===== src/rtl/cache_dm_if.sv =====
// cache_dm_if: bus bundle for the direct-mapped cache.
//   CPU side : mem_read, mem_write, mem_byte_enable, mem_address, mem_wdata
//              (requests) and mem_rdata, mem_resp (completion).
//   Memory side : pmem_read, pmem_write, pmem_address, pmem_wdata (line
//              transfer requests) and pmem_rdata, pmem_resp (completion).
// Modports:
//   master - the environment (CPU plus physical memory) driving the cache.
//   slave  - the cache itself.
interface cache_dm_if;
  logic         mem_read;
  logic         mem_write;
  logic [1:0]   mem_byte_enable;
  logic [15:0]  mem_address;
  logic [15:0]  mem_wdata;
  logic [15:0]  mem_rdata;
  logic         mem_resp;
  logic         pmem_read;
  logic         pmem_write;
  logic [15:0]  pmem_address;
  logic [127:0] pmem_wdata;
  logic [127:0] pmem_rdata;
  logic         pmem_resp;

  modport master (
    output mem_read, mem_write, mem_byte_enable, mem_address, mem_wdata,
    input  mem_rdata, mem_resp,
    input  pmem_read, pmem_write, pmem_address, pmem_wdata,
    output pmem_rdata, pmem_resp
  );

  modport slave (
    input  mem_read, mem_write, mem_byte_enable, mem_address, mem_wdata,
    output mem_rdata, mem_resp,
    output pmem_read, pmem_write, pmem_address, pmem_wdata,
    input  pmem_rdata, pmem_resp
  );
endinterface


===== src/rtl/cache_dm.sv =====
// cache_dm: direct-mapped, write-back, write-allocate cache between a 16-bit
// CPU memory port and a 128-bit line-oriented physical memory.
// Ports:
//   clk        - single clock, rising edge
//   rst        - synchronous, active-high reset
//   bus        - cache_dm_if.slave (CPU request/response + pmem line bus)
//   hit_count  - 16-bit saturating hit counter   (CACHE_PERF_CNT_EN only)
//   miss_count - 16-bit saturating miss counter  (CACHE_PERF_CNT_EN only)
// Optional feature macro: CACHE_PERF_CNT_EN adds the performance counters.
// Address split: word = [3:1], index = [3+log2(NUM_SETS):4], tag = upper bits.
module cache_dm #(
  parameter int NUM_SETS = 8
) (
  input  logic             clk,
  input  logic             rst,
  cache_dm_if.slave        bus
`ifdef CACHE_PERF_CNT_EN
  ,
  output logic [15:0]      hit_count,
  output logic [15:0]      miss_count
`endif
);

  localparam int IDX_W = $clog2(NUM_SETS);
  localparam int TAG_W = 12 - IDX_W;

  typedef enum logic [1:0] {CHECK, WRITEBACK, ALLOCATE} state_t;

  state_t              state;
  logic [NUM_SETS-1:0] valid;
  logic [NUM_SETS-1:0] dirty;
  logic [TAG_W-1:0]    tags  [NUM_SETS];
  logic [127:0]        lines [NUM_SETS];

  logic [IDX_W-1:0]    idx;
  logic [TAG_W-1:0]    tag_in;
  logic [2:0]          word;
  logic                req;
  logic                hit;
  logic                fill;
  logic                unused_bits;

  function automatic logic [15:0] merge_word(input logic [15:0] old_word,
                                             input logic [15:0] new_word,
                                             input logic [1:0]  be);
    merge_word[7:0]  = be[0] ? new_word[7:0]  : old_word[7:0];
    merge_word[15:8] = be[1] ? new_word[15:8] : old_word[15:8];
  endfunction

  assign idx         = bus.mem_address[4 +: IDX_W];
  assign tag_in      = bus.mem_address[15 -: TAG_W];
  assign word        = bus.mem_address[3:1];
  assign unused_bits = bus.mem_address[0];
  assign req         = bus.mem_read | bus.mem_write;
  assign hit         = valid[idx] && (tags[idx] == tag_in);

  // Hits complete combinationally; gating with rst keeps mem_resp low in reset.
  assign bus.mem_resp  = !rst && (state == CHECK) && req && hit;
  assign bus.mem_rdata = bus.mem_resp ? lines[idx][{word, 4'b0000} +: 16] : '0;
  assign fill          = !rst && (state == ALLOCATE) && bus.pmem_resp;

  // Control path: FSM, valid/dirty bits and registered pmem strobes.
  always_ff @(posedge clk) begin
    if (rst) begin
      state            <= CHECK;
      valid            <= '0;
      dirty            <= '0;
      bus.pmem_read    <= 1'b0;
      bus.pmem_write   <= 1'b0;
      bus.pmem_address <= '0;
      bus.pmem_wdata   <= '0;
    end else begin
      case (state)
        CHECK: begin
          if (req) begin
            if (hit) begin
              if (bus.mem_write) dirty[idx] <= 1'b1;
            end else if (valid[idx] && dirty[idx]) begin
              state            <= WRITEBACK;
              bus.pmem_write   <= 1'b1;
              bus.pmem_address <= {tags[idx], idx, 4'b0000};
              bus.pmem_wdata   <= lines[idx];
            end else begin
              state            <= ALLOCATE;
              bus.pmem_read    <= 1'b1;
              bus.pmem_address <= {bus.mem_address[15:4], 4'b0000};
            end
          end
        end
        WRITEBACK: begin
          if (bus.pmem_resp) begin
            state            <= ALLOCATE;
            bus.pmem_write   <= 1'b0;
            bus.pmem_read    <= 1'b1;
            bus.pmem_address <= {bus.mem_address[15:4], 4'b0000};
          end
        end
        ALLOCATE: begin
          if (bus.pmem_resp) begin
            state         <= CHECK;
            bus.pmem_read <= 1'b0;
            valid[idx]    <= 1'b1;
            dirty[idx]    <= 1'b0;
          end
        end
        default: state <= CHECK;
      endcase
    end
  end

  // Data path: line and tag storage, no reset (valid bits qualify contents).
  always_ff @(posedge clk) begin
    if (fill) begin
      lines[idx] <= bus.pmem_rdata;
      tags[idx]  <= tag_in;
    end else if (bus.mem_resp && bus.mem_write) begin
      lines[idx][{word, 4'b0000} +: 16] <=
        merge_word(lines[idx][{word, 4'b0000} +: 16], bus.mem_wdata, bus.mem_byte_enable);
    end
  end

`ifdef CACHE_PERF_CNT_EN
  // Set once a line has been filled for the pending request, so the hit that
  // follows the fill is not counted as a first-lookup hit.
  logic filled;

  always_ff @(posedge clk) begin
    if (rst) begin
      hit_count  <= '0;
      miss_count <= '0;
      filled     <= 1'b0;
    end else begin
      if (fill) filled <= 1'b1;
      if (bus.mem_resp) begin
        filled <= 1'b0;
        if (!filled && hit_count != 16'hFFFF) hit_count <= hit_count + 16'd1;
      end
      if ((state == CHECK) && req && !hit && miss_count != 16'hFFFF)
        miss_count <= miss_count + 16'd1;
    end
  end
`endif

endmodule


===== src/flat_wrapper.sv =====
// flat-port wrapper written by rule: the top's interface ports become plain ports
module cache_dm_flat 
#(
  parameter int NUM_SETS = 8
)
  (clk, rst, bus_mem_read, bus_mem_write, bus_mem_byte_enable, bus_mem_address, bus_mem_wdata, bus_mem_rdata, bus_mem_resp, bus_pmem_read, bus_pmem_write, bus_pmem_address, bus_pmem_wdata, bus_pmem_rdata, bus_pmem_resp);
  cache_dm_if bus_i ();
  input  logic clk;
  input  logic rst;
  input wire logic [$bits(bus_i.mem_read)-1:0] bus_mem_read;
  input wire logic [$bits(bus_i.mem_write)-1:0] bus_mem_write;
  input wire logic [$bits(bus_i.mem_byte_enable)-1:0] bus_mem_byte_enable;
  input wire logic [$bits(bus_i.mem_address)-1:0] bus_mem_address;
  input wire logic [$bits(bus_i.mem_wdata)-1:0] bus_mem_wdata;
  output wire logic [$bits(bus_i.mem_rdata)-1:0] bus_mem_rdata;
  output wire logic [$bits(bus_i.mem_resp)-1:0] bus_mem_resp;
  output wire logic [$bits(bus_i.pmem_read)-1:0] bus_pmem_read;
  output wire logic [$bits(bus_i.pmem_write)-1:0] bus_pmem_write;
  output wire logic [$bits(bus_i.pmem_address)-1:0] bus_pmem_address;
  output wire logic [$bits(bus_i.pmem_wdata)-1:0] bus_pmem_wdata;
  input wire logic [$bits(bus_i.pmem_rdata)-1:0] bus_pmem_rdata;
  input wire logic [$bits(bus_i.pmem_resp)-1:0] bus_pmem_resp;
  assign bus_i.mem_read = bus_mem_read;
  assign bus_i.mem_write = bus_mem_write;
  assign bus_i.mem_byte_enable = bus_mem_byte_enable;
  assign bus_i.mem_address = bus_mem_address;
  assign bus_i.mem_wdata = bus_mem_wdata;
  assign bus_mem_rdata = bus_i.mem_rdata;
  assign bus_mem_resp = bus_i.mem_resp;
  assign bus_pmem_read = bus_i.pmem_read;
  assign bus_pmem_write = bus_i.pmem_write;
  assign bus_pmem_address = bus_i.pmem_address;
  assign bus_pmem_wdata = bus_i.pmem_wdata;
  assign bus_i.pmem_rdata = bus_pmem_rdata;
  assign bus_i.pmem_resp = bus_pmem_resp;
  cache_dm #(.NUM_SETS(NUM_SETS)) u_core (.clk(clk), .rst(rst), .bus(bus_i));
endmodule

===== config.mk =====
export PLATFORM = sky130hd
export DESIGN_NAME = cache_dm_flat
export DESIGN_NICKNAME = d
export VERILOG_FILES = /design/src/rtl/cache_dm_if.sv /design/src/rtl/cache_dm.sv /design/src/flat_wrapper.sv
export SDC_FILE = /design/constraint.sdc
export NUM_CORES = 1
export LEC_CHECK = 0
export CORE_MARGIN = 2
export CORE_UTILIZATION = 25
export DETAILED_ROUTE_END_ITERATION = 8
export MAX_ROUTING_LAYER = met4
export PLACE_DENSITY = 0.45
export SYNTH_ARGS = -nofsm -noshare
export SYNTH_HDL_FRONTEND = slang
export SYNTH_SLANG_ARGS = --single-unit

===== constraint.sdc =====
create_clock -name clk -period 6.85 [get_ports clk]
set_clock_uncertainty 0.15 [all_clocks]
set_input_delay 1.7125 -clock clk [delete_from_list [all_inputs] [get_ports clk]]
set_output_delay 1.7125 -clock clk [all_outputs]
set_load 0.03 [all_outputs]

==> results.toml, run 1 <==
[power_and_ir_drop]
p_per_area_nw_per_um2 = 274
ir_drop_mv = 0.237
power.leakage_uw = 0.0217
power_uw = 17900

[critical_path]
reg2reg_slack_ns = 2.58
crit_path_end_kind = "output port"
crit_end = "bus_mem_rdata[1]"
cp.arrival_ns = 4.94
cp_data_required_time_ns = 4.99
startpoint = "bus_mem_address[4]"
path_class = "input pin to output port"
timing.rr.start = "u_core.tags[6][1]"
r2r-end = "u_core.lines[6][77]"
rr_worst_depth = 8
path_max_fanout = 34
worst_setup_path_start_kind = "input pin"

[detailed_routing]
dr_total_vias = 33300
first_pass_iters = 8
detail_route.iter0.violations = 3398
drc = 0
ant_nets = 0
wire_per_inst_um = 31.1
vias_per_cell = 4.94
wl_um = 210000

[global_routing]
grt_use_total = 0.205
grt_max_degree = 114
grt_pass1_wl_um = 281000
grt_overflow = 0
grt_pass1_vias = 32400
antenna_found_initial = 26

[place]
place_congestion = 0.939
dpl.hpwl_um = 147000
port_buffers = 324

[yosys]
synth_top_area_frac = 0.649
syn_inst = 3252
avgSynthCellArea_um2 = 15.6
synth-async-reset-ratio = 0
synth_top_cell_by_area = "edfxtp_1"
synth_area_um2 = 50700
synth_cell_types = 85
ys_ff_latch = 1256
yosys_warnings = 0
seq_area_frac_synth = 0.712
synth_flop_cell = "edfxtp_1"
yosys-top-cells-area = "edfxtp_1 (65%), dfxtp_1 (6.3%), mux2_2 (5.0%)"
synth_edf_count = 1096

[run_status]
status = "complete, no violations"

[timing]
drv_slew = 0
worst_pin_slew_ns = 1.14
hold_viol_final = 0
final-setup-viol-count = 0
post-route-period-util = 0.993
hold_ws_ns = 0.317
slew_headroom = 0.234
fmax_ghz = 0.147
setup-tns-final_ns = 0
layout_min_cycle_time_ns = 6.80

[floorplanning]
start_util = 0.251
placementRows = 165
ios = 330
dieWidth_um = 454
die_area_um2 = 207000
core-area_um2 = 202000
die-height_um = 454

[clock_network]
clock_sinks = 1256
path_clk_slew_ns = 0.06
htree_levels = 4
clk_latency_ns = 0.81
holdBufCountCts = 0
cts_tree = "yes"
cts_buffer_depth = 3
root_buffer = "clkbuf_16"
cts_buffers = 142

[final_layout]
nNetsFinal = 4118
final_common_cell = "edfxtp_1"
area_delta_synth_final_pct = 29.0
final_cell_mix = "edfxtp_1 (1096), buf_4 (423), clkdlybuf4s50_1 (302), nor2_1 (297), mux2_2 (227)"
drive_gt1_frac = 0.255

[run]
max-cap-violations = 0

[worst_hold_path]
hp-class = "flop to flop"
## Yosys cell counts, types with 5 or more instances
| library cell | number |
|---|---|
| edfxtp_1 | 1096 |
| nor2_1 | 306 |
| mux2_2 | 227 |
| mux2i_1 | 199 |
| dfxtp_1 | 160 |
| a221oi_1 | 143 |
| nand2_1 | 132 |
| clkbuf_1 | 105 |
| a211oi_1 | 83 |
| a22oi_1 | 83 |
| buf_2 | 82 |
| o21ai_0 | 70 |
| a21oi_1 | 55 |
| o22ai_1 | 48 |
| a221o_1 | 45 |
| mux4_2 | 44 |
| buf_4 | 37 |
| inv_1 | 27 |
| a22o_1 | 21 |
| and2_1 | 17 |
| nand3_1 | 17 |
| buf_1 | 16 |
| o22a_1 | 15 |
| o2bb2ai_1 | 15 |
| nand2b_1 | 14 |
| o221ai_1 | 14 |
| nor3_1 | 13 |
| o211ai_1 | 12 |
| nor2b_1 | 10 |
| a311oi_1 | 9 |
| a222oi_1 | 7 |
| and3_1 | 7 |
| a31oi_1 | 6 |
| nor4_1 | 6 |
| o21a_1 | 6 |
| or3_1 | 6 |
| xnor2_1 | 6 |
| and3b_1 | 5 |
| ha_1 | 5 |
| o31ai_1 | 5 |
## logic make-up (layout without fill, tap and decap cells)
| logic type | count (synthesis) | after routing | share of synthesized area |
|---|---|---|---|
| adders and majority gates | 5 | 5 | 0.00123 |
| DFF | 1256 | 1256 | 0.712 |
| other | 1 | 22 | 0.0000739 |
| AOI/OAI and AO/OA | 679 | 679 | 0.102 |
| muxes | 473 | 473 | 0.110 |
| buffers and inverters | 270 | 1079 | 0.0250 |
| xor gates and xnor gates | 7 | 7 | 0.00121 |
| and+or+nand+nor | 561 | 561 | 0.0480 |
## critical path, cell delays in order
cell and delay (ns):
clkbuf_8 0.15, buf_4 0.18, buf_4 0.20, buf_12 0.26
nor2b_2 0.36, buf_4 0.27, a22o_1 0.16, nand2_1 0.13
a311o_1 0.49, a21oi_2 0.35, nor2_1 0.11, buf_4 0.16
nor2_1 0.18, buf_12 0.15
## through the flow
step                      setup WS, ns   util  std cells  area (µm²)
after floorplan                  0.301      -       3255       50700
after global placement          -0.166  0.299       6467       60400
after detailed placement        -0.148  0.299       6467       60400
after CTS                      -0.0787  0.323       6731       65200
after global routing          -0.00450  0.324       6749       65400
final                           0.0488  0.324       6754       65400
## layer usage
metal / GRT usage / part of all wire / wire [µm] / up-vias
met5: - / 0 / 0 / -
met2: 0.331 / 0.48 / 101000 / 1304
met4: 0.115 / 0.066 / 13800 / 0
met1: 0.245 / 0.40 / 83300 / 17300
li1: - / - / - / 14400
met3: 0.0290 / 0.055 / 11500 / 383
## report_power, final
| group | leakage, µW | total, µW | switching (µW) | internal, µW |
|---|---|---|---|---|
| Sequential | 0.0112 | 8380 | 15.5 | 8360 |
| Clock | 0.00233 | 7820 | 3250 | 4560 |
| Combinational | 0.00824 | 1740 | 1130 | 604 |
| Total | 0.0217 | 17900 | 4400 | 13500 |
## sequential cells by signal (all words and copies together) (netlist names), named ones only
signal	flops
u_core.state	2
u_core.bus.pmem_read	1
u_core.bus.pmem_wdata	128
u_core.valid	8
u_core.tags	72
u_core.bus.pmem_write	1
u_core.bus.pmem_address	12
u_core.lines	1024
## layout make-up
cell class,count,area [µm²]
Sequential cell,1256,36100
Timing Repair Buffer,789,7380
Multi-Input combinational cell,1729,13600
Antenna cell,18,45.0
Tap cell,2672,3340
Fill cell,19800,136000
Clock buffer,191,3880
Clock inverter,71,917
Inverter,28,108
## how the worst min path moves through the flow
stage                           startpoint                           to  cells past startpoint
3_3_place_gp    u_core.bus.pmem_address[8]   u_core.bus.pmem_address[8]                      2
6_report        u_core.bus.pmem_address[8]   u_core.bus.pmem_address[8]                      2
3_5_place_dp    u_core.bus.pmem_address[8]   u_core.bus.pmem_address[8]                      2
2_1_floorplan              u_core.valid[4]              u_core.valid[4]                      2
5_1_grt        u_core.bus.pmem_address[12]  u_core.bus.pmem_address[12]                      2
4_1_cts                    u_core.valid[6]              u_core.valid[6]                      2
## what timing repair did
item | CTS | global route
setup buffers | 2 | 5
setup endpoints to repair | 9 | 15
pin swaps | 2 | 4
endpoints found under the hold margin | 0 | 0
resized for setup | 8 | 22
Note: power is estimated with default switching activity, not from simulation.
==> run 2: changes to the inputs <==
--- a/config.mk
+++ b/config.mk
@@ -8,7 +8,6 @@
 export CORE_MARGIN = 2
 export CORE_UTILIZATION = 25
 export DETAILED_ROUTE_END_ITERATION = 8
-export MAX_ROUTING_LAYER = met4
 export PLACE_DENSITY = 0.45
 export SYNTH_ARGS = -nofsm -noshare
 export SYNTH_HDL_FRONTEND = slang
==> run 2 against run 1 <==
Die area stayed put. Setup slack better by 0.015 ns. First-iteration DRC count is 0.71% lower. Largest cell class unchanged.
==> results.toml, run 2 (synthesis gave the netlist of run 1 again) <==
[run]
max-cap-violations = 0

[run_status]
status = "complete, no violations"

[final_layout]
final_common_cell = "edfxtp_1"
final_cell_mix = "edfxtp_1 (1096), buf_4 (423), clkdlybuf4s50_1 (302), nor2_1 (297), mux2_2 (227)"
largest_reg_flops = 1024
drive_gt1_frac = 0.255
area_delta_synth_final_pct = 29.0
utilization = 0.324
stdcell_area_um2 = 65400
nNetsFinal = 4118
regMostFlops = "u_core.lines"
top_regs = "u_core.lines: 1024 flops, u_core.bus.pmem_wdata: 128 flops, u_core.tags: 72 flops"

[detailed_routing]
drc = 0
detail_route.iter0.violations = 3374
wire_per_inst_um = 31.2
first_pass_iters = 5
ant_nets = 0
wl_um = 210000
vias_per_cell = 4.95
dr_total_vias = 33400

[place]
place_area_um2 = 60400
port_buffers = 324
dpl.hpwl_um = 147000
place_congestion = 0.923

[clock_network]
htree_levels = 4
cts_buffers = 142
cts_tree = "yes"
clk_latency_ns = 0.81
path_clk_slew_ns = 0.06
root_buffer = "clkbuf_16"
cts_buffer_depth = 3
clock_sinks = 1256
holdBufCountCts = 0

[critical_path]
cp_slowest_cell = "nor2b_4"
crit_cells = 14
worst_setup_path_start_kind = "input pin"
critPathMaxStageDelay_ns = 0.59
path_class = "input pin to output port"
cp_data_required_time_ns = 4.99
path_max_fanout = 21
path_common_cell = "buf_4"
crit_buf_inv = 7
crit_chain = "buf_12, buf_12, buf_4, nor2b_4, buf_4, a22oi_1, o21ai_0, o32ai_1, nor4_1, buf_4, o211ai_1, buf_4, nor2_1, buf_12"
crit_path_end_kind = "output port"
cp.arrival_ns = 4.92
rr_worst_depth = 8
crit_family = "buffers and inverters"

[floorplanning]
core-area_um2 = 202000
die-height_um = 454
dieWidth_um = 454
die_area_um2 = 207000
ios = 330
placementRows = 165
start_util = 0.251

[timing]
fmax_ghz = 0.147
hold_viol_final = 0
layout_min_cycle_time_ns = 6.79
drv_slew = 0
post-route-period-util = 0.991
final-setup-viol-count = 0
slew_headroom = 0.213
worst_pin_slew_ns = 1.17

[global_routing]
grt_max_degree = 114
grt_pass1_wl_um = 281000
antenna_found_initial = 23
grt_use_total = 0.199
grt_overflow = 0
grt_pass1_vias = 32500

[power_and_ir_drop]
ir_drop_mv = 0.235
power_uw = 17900
power.leakage_uw = 0.0217
p_per_area_nw_per_um2 = 274

[worst_hold_path]
hp-class = "flop to flop"
whs_path_depth = 2
-- run 2: worst paths after layout --
kind / startpoint / to / slack (ns)
worst min register to register: u_core.bus.pmem_address[8] / u_core.bus.pmem_address[8] / 0.32
worst min-delay path: u_core.bus.pmem_address[8] / u_core.bus.pmem_address[8] / 0.32
worst max-delay path: bus_mem_address[5] / bus_mem_rdata[10] / 0.06
worst max register to register: u_core.tags[6][1] / u_core.lines[6][77] / 2.54
-- run 2: area by class of cell --
cell class | instances | area (µm²)
fillers | 19800 | 136000
multi-input cells | 1729 | 13600
clock inverters | 71 | 917
flip-flops and latches | 1256 | 36100
clock buffers | 191 | 3880
diodes | 10 | 25.0
well taps | 2672 | 3340
inverters | 28 | 108
repair buffers | 789 | 7380
-- run 2: routing by layer --
metal  wire length (µm)  GRT usage
met5                108          0
met4              13700      0.115
met3              11400     0.0298
met2             102000      0.330
met1              83400      0.245
-- run 2: where the power goes --
part	internal (µW)	switching, µW	total, µW
sequential	8360	15.4	8380
clock	4560	3260	7820
combinational	604	1130	1730
-- run 2: worst reg2reg max path: cells and delay by family (launching register included) --
| kind | cells | cell delay, ns |
|---|---|---|
| compound gates | 2 | 1.24 |
| simple gates | 2 | 1.22 |
| mux | 2 | 0.68 |
| flops | 1 | 0.36 |
| xor+xnor | 1 | 0.19 |
| buf+inv | 1 | 0.13 |
-- run 2: per-stage QoR --
stage | TNS, ns | worst slack (ns) | cells | hold slack (ns)
floorplan | 0 | 0.301 | 3255 | 0.299
global placement | -0.740 | -0.166 | 6467 | 0.309
detailed placement | -0.724 | -0.148 | 6467 | 0.313
CTS | -0.155 | -0.0787 | 6731 | 0.322
global route | -0.00450 | -0.00450 | 6738 | 0.344
finish | 0 | 0.0639 | 6746 | 0.317
-- run 2: what timing repair did --
action / in CTS / in global routing
setup buffers: 2 / 5
resized for setup: 8 / 22
endpoints found under the setup margin: 9 / 15
hold endpoints to repair: 0 / 0
pin swaps: 2 / 4
